### src/rtl/hcode_arb_pkg.sv
// Shared types and default sizes for the host-output round-robin arbiter.
package hcode_arb_pkg;

  localparam int unsigned DEF_DATA_W = 128;
  localparam int unsigned DEF_N_CH   = 4;
  localparam int unsigned CHAN_W     = $clog2(DEF_N_CH);

  typedef enum logic {
    IDLE  = 1'b0,
    BURST = 1'b1
  } arb_state_e;

endpackage

### src/rtl/hcode_rr_pick.sv
// Rotating-priority encoder: first set request strictly after ptr, wrapping modulo N_REQ.
module hcode_rr_pick
  import hcode_arb_pkg::*;
#(
  parameter  int unsigned N_REQ = DEF_N_CH,
  localparam int unsigned PTR_W = $clog2(N_REQ)
) (
  input  logic [N_REQ-1:0] req,
  input  logic [PTR_W-1:0] ptr,
  output logic [PTR_W-1:0] grant,
  output logic             any
);

  logic [PTR_W-1:0] w_idx;

  // Scan farthest-first so the nearest requester after ptr is the last to win.
  always_comb begin
    grant = '0;
    w_idx = '0;
    for (int i = N_REQ; i >= 1; i--) begin
      w_idx = ptr + PTR_W'(i);
      if (req[w_idx]) grant = w_idx;
    end
  end

  assign any = |req;

endmodule

### src/rtl/hcode_out_arbiter.sv
// Merges the subshell output FIFOs into the single host return FIFO,
// popping one channel at a time in bounded bursts with rotating priority.
module hcode_out_arbiter
  import hcode_arb_pkg::*;
#(
  parameter  int unsigned DATA_W    = DEF_DATA_W,
  parameter  int unsigned N_CH      = DEF_N_CH,
  parameter  int unsigned MAX_BURST = 16,
  localparam int unsigned CH_W      = $clog2(N_CH),
  localparam int unsigned CNT_W     = $clog2(MAX_BURST + 1)
) (
  input  logic                   ip_clk,
  input  logic                   ip_rst_n,
  input  logic [N_CH*DATA_W-1:0] ch_dout,
  input  logic [N_CH-1:0]        ch_empty_n,
  output logic [N_CH-1:0]        ch_read,
  output logic [DATA_W-1:0]      out_din,
  output logic [CH_W-1:0]        out_chan,
  input  logic                   out_full,
  output logic                   out_write
);

  arb_state_e        r_state;
  arb_state_e        w_state_nxt;
  logic [CH_W-1:0]   r_grant;
  logic [CH_W-1:0]   r_rr_ptr;
  logic [CH_W-1:0]   r_obuf_chan;
  logic [CH_W-1:0]   w_pick;
  logic [CNT_W-1:0]  r_burst_cnt;
  logic [DATA_W-1:0] r_obuf;
  logic              r_obuf_valid;
  logic              w_any;
  logic              w_load_ok;
  logic              w_pop;
  logic              w_last;

  hcode_rr_pick #(.N_REQ(N_CH)) u_pick (
    .req   (ch_empty_n),
    .ptr   (r_rr_ptr),
    .grant (w_pick),
    .any   (w_any)
  );

  always_ff @(posedge ip_clk or negedge ip_rst_n) begin
    if (!ip_rst_n) r_state <= IDLE;
    else           r_state <= w_state_nxt;
  end

  assign w_last = (r_burst_cnt == CNT_W'(MAX_BURST - 1));

  always_comb begin
    w_state_nxt = r_state;
    case (r_state)
      IDLE:    if (w_any) w_state_nxt = BURST;
      BURST:   if (!ch_empty_n[r_grant] || (w_pop && w_last)) w_state_nxt = IDLE;
      default: w_state_nxt = IDLE;
    endcase
  end

  // A pop is allowed whenever the output buffer is free or drains this cycle.
  always_comb begin
    w_load_ok = ~r_obuf_valid | ~out_full;
    w_pop     = 1'b0;
    ch_read   = '0;
    if (r_state == BURST) begin
      w_pop            = ch_empty_n[r_grant] & w_load_ok;
      ch_read[r_grant] = w_pop;
    end
  end

  always_ff @(posedge ip_clk or negedge ip_rst_n) begin
    if (!ip_rst_n) begin
      r_grant      <= '0;
      r_rr_ptr     <= CH_W'(N_CH - 1);
      r_burst_cnt  <= '0;
      r_obuf       <= '0;
      r_obuf_chan  <= '0;
      r_obuf_valid <= 1'b0;
    end else begin
      if (r_state == IDLE && w_any) begin
        r_grant     <= w_pick;
        r_rr_ptr    <= w_pick;
        r_burst_cnt <= '0;
      end
      if (w_pop) begin
        r_obuf       <= ch_dout[r_grant*DATA_W +: DATA_W];
        r_obuf_chan  <= r_grant;
        r_obuf_valid <= 1'b1;
        r_burst_cnt  <= r_burst_cnt + CNT_W'(1);
      end else if (out_write) begin
        r_obuf_valid <= 1'b0;
      end
    end
  end

  assign out_din   = r_obuf;
  assign out_chan  = r_obuf_chan;
  assign out_write = r_obuf_valid & ~out_full;

endmodule

### config.mk
export PLATFORM = sky130hd
export DESIGN_NAME = hcode_out_arbiter
export DESIGN_NICKNAME = d
export VERILOG_FILES = /design/src/rtl/hcode_arb_pkg.sv /design/src/rtl/hcode_rr_pick.sv /design/src/rtl/hcode_out_arbiter.sv
export SDC_FILE = /design/constraint.sdc
export NUM_CORES = 1
export LEC_CHECK = 0
export ABC_AREA = 1
export CORE_AREA = 2 2 255 257
export DETAILED_ROUTE_END_ITERATION = 16
export DIE_AREA = 0 0 257 259
export PLACE_DENSITY = 0.43
export REMOVE_ABC_BUFFERS = 1
export SYNTH_ARGS = -nofsm -noshare
export SYNTH_HDL_FRONTEND = slang
export SYNTH_SLANG_ARGS = --single-unit
### constraint.sdc
create_clock -name ip_clk -period 4.7 [get_ports ip_clk]
set_clock_uncertainty 0.15 [all_clocks]
set_input_delay 1.175 -clock ip_clk [delete_from_list [all_inputs] [get_ports ip_clk]]
set_output_delay 1.175 -clock ip_clk [all_outputs]
set_load 0.02 [all_outputs]
==> out/qor.yml <==
run_status:
  status: "complete, no violations"
synthesis:
  ys_seq_area_share_pct: 41.3
  synth_seq_cells: 141
  yosysUniqueCellTypes: 27
  synth_area_sq_um: 8560
  ys.flop_type: "dfrtp_1"
  async_reset_ff_share_pct: 100
  avgSynthCellArea_sq_um: 6.78
  synth-edff-count: 0
  yosys_warnings: 0
  syn_inst: 1262
timing:
  timing_hold_violations_final: 0
  slew_headroom_pct: 36.4
  whs_ns: 0.330
  post-route-min-period_ns: 4.46
  tns_ns: 0
  worst_pin_slew_ns: 0.954
  post-route-period-util_pct: 95.0
  slew_viol_final: 0
  rsz0062_at_grt: "false"
  worst_slack_ns: 0.237
  max_freq_ghz: 0.224
  setup_violations: 0
floorplanning:
  die_w_um: 257
  start_util_pct: 13.4
  fp.coreArea_sq_um: 63900
  boundaryPins: 654
  dieArea_sq_um: 66600
  die_h_um: 259
  fp-row-count: 93
pwr:
  p_sw_mw: 4.47
  switching_share_pct: 47.7
  seqPwrFrac_pct: 22.6
  p_leak_nw: 6.73
  p_int_mw: 4.91
  p_clk_share_pct: 15.0
  powerDensity_nw_per_um2: 570
  ir_drop_mv: 0.358
  p_total_mw: 9.38
  p_comb_share_pct: 62.4
cts:
  cts_resized: 0
  cts.sinks: 141
  clockBufferDepth: 2
  cts_tree: "yes"
  clockRootBuffer: "clkbuf_16"
  insertion_delay_ns: 0.46
  path_clk_slew_ns: 0.06
  h-tree-depth: 4
  ctsHoldBuffers: 0
  post_cts_buffers: 0
  numCtsBuffers: 17
critical_path:
  worst_path_most_repeated_cell: "clkdlybuf4s50_1"
  end_kind: "output port"
  required_ns: 3.38
  worstSetupPathType: "primary input to output port"
  cp_data_arrival_time_ns: 3.14
  cp_slowest_cell: "clkdlybuf4s50_1"
  max_stage_delay_ns: 0.71
  crit_fanout: 5
  crit_path_cell_trace: "clkdlybuf4s50_1 > inv_1 > nor3_1 > a21oi_1 > nand2_1 > nand3_4 > nor3_2 > clkdlybuf4s50_1"
  startpoint_type: "primary input"
detailed_routing:
  via_per_inst: 4.01
  drtAntennaViolNets: 0
  drc: 0
  drt_pass1_iterations: 4
  drt_iter0_drc: 462
  dr_total_vias: 10900
  drt-total-wl_um: 44300
  wl_per_cell_um: 16.3
cells_and_area:
  syn2layout_area_growth_pct: 92.4
  final_nets: 2366
  drive_gt1_share_pct: 2.85
  mostFrequentLayoutCell: "clkdlybuf4s50_1"
  mostFrequentLayoutCells: "clkdlybuf4s50_1 (652), nand2_1 (451), nand3_1 (267)"
  fillers: 7011
global_route:
  grt_pass1_vias: 11000
  grt.total_usage_pct: 13.0
  grt_start_max_net_pins: 166
  antenna_found_initial: 3
  overflow: 0
  grt_pass1_wl_um: 66100
place:
  dp_hpwl_um: 33600
  gp_congestion: 0.922
  place.port_buffers: 653
  pre_cts_ws_ns: 0.155
job:
  cap_viol_max_count: 0
hold_path:
  hp-class: "flip-flop to flip-flop"
[Yosys cell counts (4+ instances only)]
cell type	number	area share [%]
nand2_1	451	20
a21oi_1	130	7.6
o21ai_0	62	3.6
nand3_1	267	16
buf_2	60	3.5
dfrtp_1	139	41
buf_1	5	0.22
clkbuf_1	34	1.5
inv_1	15	0.66
nor2_1	5	0.22
o21ai_1	71	4.2
nor3_1	4	0.23
[sequential cells by signal, indices dropped and copies added, names as in the netlist]
signal	cells
r_rr_ptr	2
out_chan	2
r_obuf_valid	1
r_burst_cnt	5
r_state	1
out_din	128
r_grant	2
[metrics by stage]
step / cell area (sq um) / instances / util, %
3_3_place_gp: 15900 / 2681 / 24.8
3_5_place_dp: 15900 / 2681 / 24.8
5_1_grt: 16500 / 2714 / 25.8
4_1_cts: 16500 / 2712 / 25.8
2_1_floorplan: 8090 / 1160 / -
6_report: 16500 / 2714 / 25.8
[critical path: cells and delay by family]
kind / cells / cell delay (ns)
buffers and inverters: 3 / 1.29
and+or+nand+nor: 4 / 0.61
AOI/OAI and AO/OA: 1 / 0.06
[power groups by stage]
stage | combinational (mW) | sequential (mW) | clock (mW)
final | 5.85 | 2.12 | 1.41
after global placement | 5.96 | 2.13 | 0
after floorplan | 2.67 | 2.80 | 0
after global routing | 6.48 | 2.20 | 1.54
after detailed placement | 5.98 | 2.14 | 0
after CTS | 5.99 | 2.13 | 1.49
[path summary, 6_finish.rpt]
check,from,endpoint,slack [ns],cells after the start
worst max-delay path,ch_empty_n[1],ch_read[2],0.24,8
worst max register to register,r_grant[0]$_DFFE_PN0P_,out_din[115]$_DFFE_PN0P_,1.63,8
max in group asynchronous,ip_rst_n,out_din[122]$_DFFE_PN0P_,3.17,2
worst min register to register,out_din[123]$_DFFE_PN0P_,out_din[123]$_DFFE_PN0P_,0.33,2
min in group asynchronous,ip_rst_n,out_din[81]$_DFFE_PN0P_,0.51,1
worst min-delay path,out_din[123]$_DFFE_PN0P_,out_din[123]$_DFFE_PN0P_,0.33,2
[per-layer routing]
metal | GRT usage, % | wire (um) | share of wire [%] | up-vias
met2 | 23.3 | 22700 | 51 | 409
met4 | 4.15 | 852 | 1.9 | 2
met3 | 4.11 | 3040 | 6.9 | 41
met1 | 14.4 | 17600 | 40 | 5008
li1 | - | - | - | 5415
met5 | 0 | 12 | 0.027 | -
[kinds of logic after synthesis]
logic type	after synthesis	synth area share, %
AO/OA/AOI/OAI	266	15.7
AND/OR/NAND/NOR	732	36.3
buffers and inverters	119	6.27
flip-flops	141	41.3
XOR/XNOR	2	0.205
adder cells (fa/ha/maj)	2	0.292
[cell type report]
type	instances	area, sq um	area share [%]
diodes	2	5.00	0.0304
well taps	855	1070	6.50
flip-flops and latches	141	3530	21.5
multi-input cells	1002	4510	27.4
clock inverters	11	144	0.874
repair buffers	666	6690	40.6
inverters	17	68.8	0.418
clock buffers	20	447	2.71
Power figures use the tool's default switching activity.
